**config.mk**
```make
export PLATFORM = sky130hd
export DESIGN_NAME = branch_history_unit_flat
export DESIGN_NICKNAME = d
export VERILOG_FILES = /design/src/rtl/branch_history_unit_if.sv /design/src/rtl/branch_history_unit.sv /design/src/flat_wrapper.sv
export SDC_FILE = /design/constraint.sdc
export NUM_CORES = 1
export LEC_CHECK = 0
export CORE_MARGIN = 5
export CORE_UTILIZATION = 36
export CTS_CLUSTER_SIZE = 14
export DETAILED_ROUTE_END_ITERATION = 10
export PLACE_DENSITY = 0.86
export SLEW_MARGIN = 40
export SYNTH_ARGS = -nofsm -noshare
export SYNTH_HDL_FRONTEND = slang
export SYNTH_SLANG_ARGS = --single-unit
```
**constraint.sdc**
```tcl
create_clock -name clk -period 2.02 [get_ports clk]
set_input_delay 0.404 -clock clk [delete_from_list [all_inputs] [get_ports clk]]
set_output_delay 0.404 -clock clk [all_outputs]
set_load 0.02 [all_outputs]
```
**src/rtl/branch_history_unit_if.sv**
```systemverilog
// Port bundle between the gshare history front end and its fetch/execute/PHT neighbours.
// The master side is the pipeline + PHT; the slave side is branch_history_unit.
interface branch_history_unit_if #(
    parameter int unsigned REGSIZE = 2
);
    logic [31:0]        fetch_pc;
    logic               fetch_is_branch;
    logic [1:0]         pred_count;
    logic               res_valid;
    logic               res_taken;
    logic [REGSIZE-1:0] pattern_addr;
    logic               en;
    logic               pcbranch;
    logic               pred_taken;
    logic               mispredict;
    logic               stall;
    logic               protocol_err;

    modport master (
        output fetch_pc, fetch_is_branch, pred_count, res_valid, res_taken,
        input  pattern_addr, en, pcbranch, pred_taken, mispredict, stall, protocol_err
    );

    modport slave (
        input  fetch_pc, fetch_is_branch, pred_count, res_valid, res_taken,
        output pattern_addr, en, pcbranch, pred_taken, mispredict, stall, protocol_err
    );
endinterface

```
**src/rtl/branch_history_unit.sv**
```systemverilog
// Speculative/architectural global history with an in-flight branch queue; forms gshare
// PHT indices, replays the lookup index at update time and repairs history on mispredict.
module branch_history_unit #(
    parameter int unsigned REGSIZE = 2,
    parameter int unsigned DEPTH   = 2
) (
    input logic                   clk,
    input logic                   rstn,
    branch_history_unit_if.slave  bus
);
    // DEPTH is a power of two >= 2 so the pointers wrap naturally.
    localparam int unsigned PtrW = $clog2(DEPTH);
    localparam int unsigned CntW = $clog2(DEPTH + 1);
    localparam logic [CntW-1:0] DepthCnt = CntW'(DEPTH);

    logic [REGSIZE-1:0] spec_ghr_q, spec_ghr_d;
    logic [REGSIZE-1:0] arch_ghr_q, arch_ghr_d;
    logic [REGSIZE-1:0] q_idx_q  [DEPTH];
    logic [REGSIZE-1:0] q_idx_d  [DEPTH];
    logic [DEPTH-1:0]   q_pred_q, q_pred_d;
    logic [PtrW-1:0]    rd_ptr_q, rd_ptr_d;
    logic [PtrW-1:0]    wr_ptr_q, wr_ptr_d;
    logic [CntW-1:0]    cnt_q, cnt_d;
    logic               perr_q, perr_d;

    logic [REGSIZE-1:0] lookup_idx;
    logic [REGSIZE-1:0] head_idx;
    logic               head_pred;
    logic               full, empty, push, pop, mispredict;

    always_comb begin
        lookup_idx = spec_ghr_q ^ bus.fetch_pc[REGSIZE+1:2];
        head_idx   = q_idx_q[rd_ptr_q];
        head_pred  = q_pred_q[rd_ptr_q];
        full       = (cnt_q == DepthCnt);
        empty      = (cnt_q == '0);
        // The PHT port belongs to the update while res_valid is high, so no lookup/push then.
        push       = bus.fetch_is_branch & ~bus.res_valid & ~full;
        pop        = bus.res_valid & ~empty;
        mispredict = pop & (bus.res_taken ^ head_pred);
    end

    always_comb begin
        bus.pattern_addr = pop ? head_idx : lookup_idx;
        bus.en           = pop;
        bus.pcbranch     = pop & bus.res_taken;
        bus.pred_taken   = push & bus.pred_count[1];
        bus.mispredict   = mispredict;
        bus.stall        = bus.fetch_is_branch & (full | bus.res_valid);
        bus.protocol_err = perr_q;
    end

    always_comb begin
        spec_ghr_d = spec_ghr_q;
        arch_ghr_d = arch_ghr_q;
        q_idx_d    = q_idx_q;
        q_pred_d   = q_pred_q;
        rd_ptr_d   = rd_ptr_q;
        wr_ptr_d   = wr_ptr_q;
        cnt_d      = cnt_q;
        perr_d     = perr_q;

        if (push) begin
            q_idx_d[wr_ptr_q]  = lookup_idx;
            q_pred_d[wr_ptr_q] = bus.pred_count[1];
            wr_ptr_d           = wr_ptr_q + 1'b1;
            cnt_d              = cnt_q + 1'b1;
            spec_ghr_d         = {spec_ghr_q[REGSIZE-2:0], bus.pred_count[1]};
        end

        if (pop) begin
            arch_ghr_d = {arch_ghr_q[REGSIZE-2:0], bus.res_taken};
            if (mispredict) begin
                // Younger entries are flushed by the pipeline; rebuild from committed history.
                spec_ghr_d = {arch_ghr_q[REGSIZE-2:0], bus.res_taken};
                rd_ptr_d   = '0;
                wr_ptr_d   = '0;
                cnt_d      = '0;
            end else begin
                rd_ptr_d = rd_ptr_q + 1'b1;
                cnt_d    = cnt_q - 1'b1;
            end
        end

        if (bus.res_valid && empty) begin
            perr_d = 1'b1;
        end
    end

    always_ff @(posedge clk or negedge rstn) begin
        if (!rstn) begin
            spec_ghr_q <= '0;
            arch_ghr_q <= '0;
            for (int i = 0; i < int'(DEPTH); i++) begin
                q_idx_q[i] <= '0;
            end
            q_pred_q   <= '0;
            rd_ptr_q   <= '0;
            wr_ptr_q   <= '0;
            cnt_q      <= '0;
            perr_q     <= 1'b0;
        end else begin
            spec_ghr_q <= spec_ghr_d;
            arch_ghr_q <= arch_ghr_d;
            q_idx_q    <= q_idx_d;
            q_pred_q   <= q_pred_d;
            rd_ptr_q   <= rd_ptr_d;
            wr_ptr_q   <= wr_ptr_d;
            cnt_q      <= cnt_d;
            perr_q     <= perr_d;
        end
    end
endmodule

```
**src/flat_wrapper.sv**
```systemverilog
// flat-port wrapper written by rule: the top's interface ports become plain ports
module branch_history_unit_flat 
#(
    parameter int unsigned REGSIZE = 2,
    parameter int unsigned DEPTH   = 2
)
  (clk, rstn, bus_fetch_pc, bus_fetch_is_branch, bus_pred_count, bus_res_valid, bus_res_taken, bus_pattern_addr, bus_en, bus_pcbranch, bus_pred_taken, bus_mispredict, bus_stall, bus_protocol_err);
  branch_history_unit_if #(.REGSIZE(REGSIZE)) bus_i ();
  input logic clk;
  input logic rstn;
  input wire logic [$bits(bus_i.fetch_pc)-1:0] bus_fetch_pc;
  input wire logic [$bits(bus_i.fetch_is_branch)-1:0] bus_fetch_is_branch;
  input wire logic [$bits(bus_i.pred_count)-1:0] bus_pred_count;
  input wire logic [$bits(bus_i.res_valid)-1:0] bus_res_valid;
  input wire logic [$bits(bus_i.res_taken)-1:0] bus_res_taken;
  output wire logic [$bits(bus_i.pattern_addr)-1:0] bus_pattern_addr;
  output wire logic [$bits(bus_i.en)-1:0] bus_en;
  output wire logic [$bits(bus_i.pcbranch)-1:0] bus_pcbranch;
  output wire logic [$bits(bus_i.pred_taken)-1:0] bus_pred_taken;
  output wire logic [$bits(bus_i.mispredict)-1:0] bus_mispredict;
  output wire logic [$bits(bus_i.stall)-1:0] bus_stall;
  output wire logic [$bits(bus_i.protocol_err)-1:0] bus_protocol_err;
  assign bus_i.fetch_pc = bus_fetch_pc;
  assign bus_i.fetch_is_branch = bus_fetch_is_branch;
  assign bus_i.pred_count = bus_pred_count;
  assign bus_i.res_valid = bus_res_valid;
  assign bus_i.res_taken = bus_res_taken;
  assign bus_pattern_addr = bus_i.pattern_addr;
  assign bus_en = bus_i.en;
  assign bus_pcbranch = bus_i.pcbranch;
  assign bus_pred_taken = bus_i.pred_taken;
  assign bus_mispredict = bus_i.mispredict;
  assign bus_stall = bus_i.stall;
  assign bus_protocol_err = bus_i.protocol_err;
  branch_history_unit #(.REGSIZE(REGSIZE), .DEPTH(DEPTH)) u_core (.clk(clk), .rstn(rstn), .bus(bus_i));
endmodule
```
* Yosys cells after proc, flatten, opt, wreduce, memory -nomap -nowiden *
Index checks and enable logic that the tools add are counted.

cells by class
  add/subtract/negate cells = 4
  $lt $le $gt $ge = 6
  equal/unequal tests = 1
  muxes and demuxes = 22
  bitwise logic cells = 15
  reductions and logical operators = 5

operators with widths
  operator               number
  $mux W2                11
  $and A1 B1 Y1          7
  $mux W1                7
  $bwmux W4              1
  $ge A2 B2 Y1 const B   2
  $lt A1 B2 Y1 const B   2
  $not A1 Y2             2
  $logic_and A1 B1 Y1    3
  $not A1 Y1             3
  $add A1 B1 Y1 const B  2
  $add A2 B1 Y2 const B  1
  $bwmux W2              1
  $demux W2 S1           1
  $eq A2 B2 Y1 const B   1
  $logic_not A2 Y1       1
  $lt A2 B1 Y1 const B   1
  $reduce_bool A2 Y1     1
  $sub A2 B1 Y2 const B  1
  $xor A2 B2 Y2          1
  $demux W1 S1           1
  $ge A1 B1 Y1 const B   1
  $or A1 B1 Y1           1
  $xor A1 B1 Y1          1

storage, ports and cells
  register bits = 14
  input bits = 39
  output and inout port bits = 8
  word-level logic and storage cells = 62

* Logic depth before layout (Yosys ltp) *
  depth in word-level cells = 6
  mapped depth = 6
  mapped depth without buffers = 6

* Worst setup path before layout *
No wires, ideal clock.

  path type = reg2reg
  start point = register u_core.cnt_q[0]
  end point = register u_core.q_pred_q[0]
  setup time = 125 ps
  arrival time = 1646 ps
  required time = 1895 ps
  setup slack = 249 ps
  stages on the path, launching flop included = 6
  buffers on the path = 0
  clock period less this slack = 1771 ps
  path through = dfrtp_1 > inv_1 > ha_1 > nor3b_2 > ha_1 > mux2_2

on the way
  word-level cells in the longest chain between the ends = 3

ends and longest elaborated chain
  element                   RTL line                    RTL
  start: declaration        branch_history_unit.sv:23   logic [CntW-1:0] cnt_q, cnt_d;
  start signal: assignment  branch_history_unit.sv:109  cnt_q <= cnt_d;
  $eq A2 B2 Y1              branch_history_unit.sv:35   full = (cnt_q == DepthCnt);
  $not A1 Y1                branch_history_unit.sv:38   push = bus.fetch_is_branch & ~bus.res_valid & ~full;
  $and A1 B1 Y1             branch_history_unit.sv:38
  end signal: assignment    branch_history_unit.sv:106  q_pred_q <= q_pred_d;
  end: declaration          branch_history_unit.sv:20   logic [DEPTH-1:0] q_pred_q, q_pred_d;

Every way passes these cells.
A chain may end at the register's enable or synchronous reset.

* Final worst setup path *
  start point = input bus_res_taken
  end point = output bus_mispredict

on the way
  word-level cells in the longest chain between the ends = 2

ends and longest elaborated chain
  element             RTL line                   RTL
  start: declaration  flat_wrapper.sv:15         input wire logic [$bits(bus_i.res_taken)-1:0] bus_res_taken;
  $xor A1 B1 Y1       branch_history_unit.sv:40  mispredict = pop & (bus.res_taken ^ head_pred);
  $and A1 B1 Y1       branch_history_unit.sv:40
  end: declaration    flat_wrapper.sv:20         output wire logic [$bits(bus_i.mispredict)-1:0] bus_mispredict;

Every way passes these cells.

==> impl_metrics.py <==
metrics = {
    "run_status": {
        "outcome": "completed",
    },
    "pwr": {
        "peakVddDrop_mv": 0.7048,
        "internal-power_mw": 1.051,
        "swShare_pct": 36.99,
        "p_clk_share_pct": 12.1,
        "p_leak_nw": 0.5252,
        "pwr-share-comb_pct": 58.1,
        "switchingPower_mw": 0.6171,
        "sequentialPowerShare_pct": 29.8,
        "p_per_area_nw_per_um2": 1445,
    },
    "place": {
        "dp_hpwl_um": 1396,
        "gp_congestion": 0.7215,
        "placed_cells": 130,
        "numPortBuffers": 15,
    },
    "timing": {
        "finalSetupViolations": 0,
        "tightest_slew_ns": 0.6483,
        "rsz0062_at_grt": "yes",
        "hold_viol": 0,
        "drv_slew": 0,
        "min_period_over_period_pct": 99.00,
        "clock-skew-final_ns": 0.003763,
        "fmax_mhz": 500.0,
        "slew_headroom_pct": 56.65,
        "finalCriticalPeriod_ns": 2.000,
        "finalSetupTns_ns": 0,
    },
    "worst_setup_path": {
        "cp.arrival_ns": 1.60,
        "critPathBufInv": 2,
        "crit_family": "buffers and inverters",
        "worst_ep_required_time_ns": 1.62,
        "end_kind": "primary output",
        "crit_slowest_cell": "clkdlybuf4s50_1",
        "startpoint_type": "primary input",
        "crit_chain": "clkdlybuf4s50_1, or3b_4, mux2i_4, buf_6",
        "critical-path-max-stage-delay_ns": 0.43,
        "crit_type": "primary input to primary output",
        "critPathMaxFanout": 2,
    },
    "cells_and_area": {
        "syn_to_final_growth_pct": 47.68,
        "finalNonFillerCells": 136,
        "fin_util_pct": 57.12,
        "multi_input_area_um2": 441.7,
        "nets": 152,
        "fillers": 181,
        "drive_gt1_share_pct": 42.20,
        "register_area_um2": 350.3,
        "n_antenna_cell": 0,
    },
    "run": {
        "max_cap_violations": 0,
    },
    "grt": {
        "top_usage_layer": "met2",
        "antenna_found_initial": 0,
        "use_met3_pct": 3.899,
        "grt_pass1_wl_um": 3111,
        "grt_pass1_vias": 730,
        "grt_max_degree": 15,
        "track_usage_pct": 12.33,
        "gr-total-overflow": 0,
        "grtUsageMet2_pct": 22.28,
        "use_met1_pct": 13.44,
    },
    "synth": {
        "synthTopCellsByArea": "dfrtp_1 45%, mux2i_4 5.8%, ha_1 4.8%",
        "synth_adder_area_share_pct": 4.800,
        "ys_ff_latch": 14,
        "synth_cells": 71,
        "yosysTopAreaCellShare_pct": 44.80,
        "synthTopCellsByCount": "14 x dfrtp_1, 7 x a21oi_1, 6 x nor2_1, 4 x inv_1, 4 x nand2_1",
        "syn_nets": 113,
        "synth_ff_type": "dfrtp_1",
        "ys_async_sr_fraction_pct": 100.0,
        "seq_area_frac_synth_pct": 44.80,
        "ys_types": 28,
        "synth_edf_count": 0,
        "avgSynthCellArea_um2": 11.01,
        "synth-simple-area-share_pct": 16.80,
        "yosysTopAreaCell": "dfrtp_1",
        "synth_most_common_cell": "dfrtp_1",
        "synth_xor_area_share_pct": 3.360,
        "muxShareOfSynthArea_pct": 14.56,
        "synth_area_um2": 782.0,
        "synth_top_family_by_area": "simple AND/OR/NAND/NOR gates",
        "synth_compound_area_share_pct": 13.28,
        "yosysWarnings": 0,
    },
    "clock_tree": {
        "cts_tree": "built",
        "cts.sinks": 14,
        "path_clk_slew_ns": 0.09,
        "numCtsBuffers": 3,
        "root_buffer": "clkbuf_4",
        "cts_hold_buf": 0,
        "htreeDepth": 1,
        "clk_path_buf_depth": 2,
        "insertion_delay_ns": 0.28,
    },
    "die": {
        "core_um2": 2022,
        "dieWidth_um": 56.61,
        "die_h_um": 56.61,
        "initial_utilization_pct": 38.68,
        "num_rows": 16,
        "ioPinCount": 47,
        "dieArea_um2": 3204,
    },
    "routing": {
        "wl_um": 1848,
        "viasPerCell": 4.868,
        "drtIter0Drc": 10,
        "firstDrtPassIters": 4,
        "ant_nets": 0,
        "routed-via-count": 662,
        "drc": 0,
        "post_drt_wl_per_cell_um": 13.59,
    },
    "worst_hold_path": {
        "hold_class": "flip-flop to flip-flop",
    },
}
[placed cells by master (no fill, tap or decap), drive strengths merged]
| cell type | n |
|---|---|
| clkbuf | 4 |
| a21oi | 7 |
| mux2i | 4 |
| or3b | 1 |
| and2b | 2 |
| o22ai | 1 |
| xnor2 | 3 |
| ha | 3 |
| nor3b | 1 |
| and4bb | 1 |
| nor2 | 6 |
| clkdlybuf4s50 | 7 |
| or2b | 1 |
| mux2 | 4 |
| a211oi | 2 |
| dlygate4sd2 | 1 |
| a221oi | 1 |
| o21a | 1 |
| inv | 5 |
| nand3b | 1 |
| dfrtp | 14 |
| o21bai | 1 |
| nand2b | 3 |
| o21ai | 2 |
| buf | 26 |
| and2 | 1 |
| nor3 | 1 |
| a21o | 1 |
| nand2 | 4 |
[per-layer routing]
metal,up-vias,part of all wire [%]
met3,0,5.1
li1,325,-
met5,-,0
met1,318,46
met2,19,49
met4,0,0
[cell type report]
type | instances | share of cell area (%)
repair buffers | 34 | 23.73
clock buffers | 4 | 3.142
flip-flops and latches | 14 | 30.34
inverters | 5 | 1.625
well taps | 27 | 2.925
multi-input cells | 52 | 38.24
[path summary, 6_finish.rpt]
check	start	to	slack [ns]	cells past startpoint
max in group asynchronous	rstn	u_core.arch_ghr_q[0]$_DFFE_PN0N_	1.09	1
max reg2reg	u_core.cnt_q[0]$_DFFE_PN0P_	u_core.spec_ghr_q[1]$_DFF_PN0_	0.11	8
min reg2reg	u_core.bus.protocol_err$_DFFE_PN0P_	u_core.bus.protocol_err$_DFFE_PN0P_	0.48	1
max	bus_res_taken	bus_mispredict	0.02	4
min in group asynchronous	rstn	u_core.q_pred_q[1]$_DFFE_PN0P_	0.52	1
min	u_core.bus.protocol_err$_DFFE_PN0P_	u_core.bus.protocol_err$_DFFE_PN0P_	0.48	1
[flip-flops by register name (all words and copies together), names as in the netlist]
register and cells:
u_core.arch_ghr_q 1, u_core.q_pred_q 2, u_core.q_idx_q 4, u_core.bus.protocol_err 1, u_core.wr_ptr_q 1, u_core.spec_ghr_q 2
u_core.rd_ptr_q 1, u_core.cnt_q 2
[timing repair]
item                                    CTS  global route
gates cloned                              0             0
resized for setup                        31            11
pin swaps                                 1             4
endpoints found under the setup margin    7             6
setup buffers                             1             1
[power by group through the flow]
stage	clock network, mW	logic (mW)	registers (mW)
CTS	0.205	0.900	0.489
floorplan	0	0.527	0.483
global route	0.221	1.05	0.511
detailed placement	0	0.900	0.495
global placement	0	0.864	0.488
finish	0.201	0.970	0.497
[logic make-up after synthesis]
logic type               Yosys count
XOR/XNOR                           3
multiplexers                       8
buffers and inverters              5
AND/OR/NAND/NOR                   22
adder cells (fa/ha/maj)            3
AO/OA/AOI/OAI                     16
flip-flops                        14
[per-stage QoR]
| stage | total power, mW | hold WS (ns) | setup WS, ns | instance area (um^2) |
|---|---|---|---|---|
| finish | 1.668 | 0.4772 | 0.02016 | 1155 |
| global placement | 1.352 | 0.4459 | -0.5125 | 1094 |
| floorplan | 1.009 | 0.1084 | 0.2492 | 782.0 |
| CTS | 1.593 | 0.4758 | 0.001355 | 1135 |
| global route | 1.779 | 0.5086 | -0.03887 | 1155 |
| detailed placement | 1.396 | 0.4518 | -0.5462 | 1094 |
(Power assumes the default switching activity.)
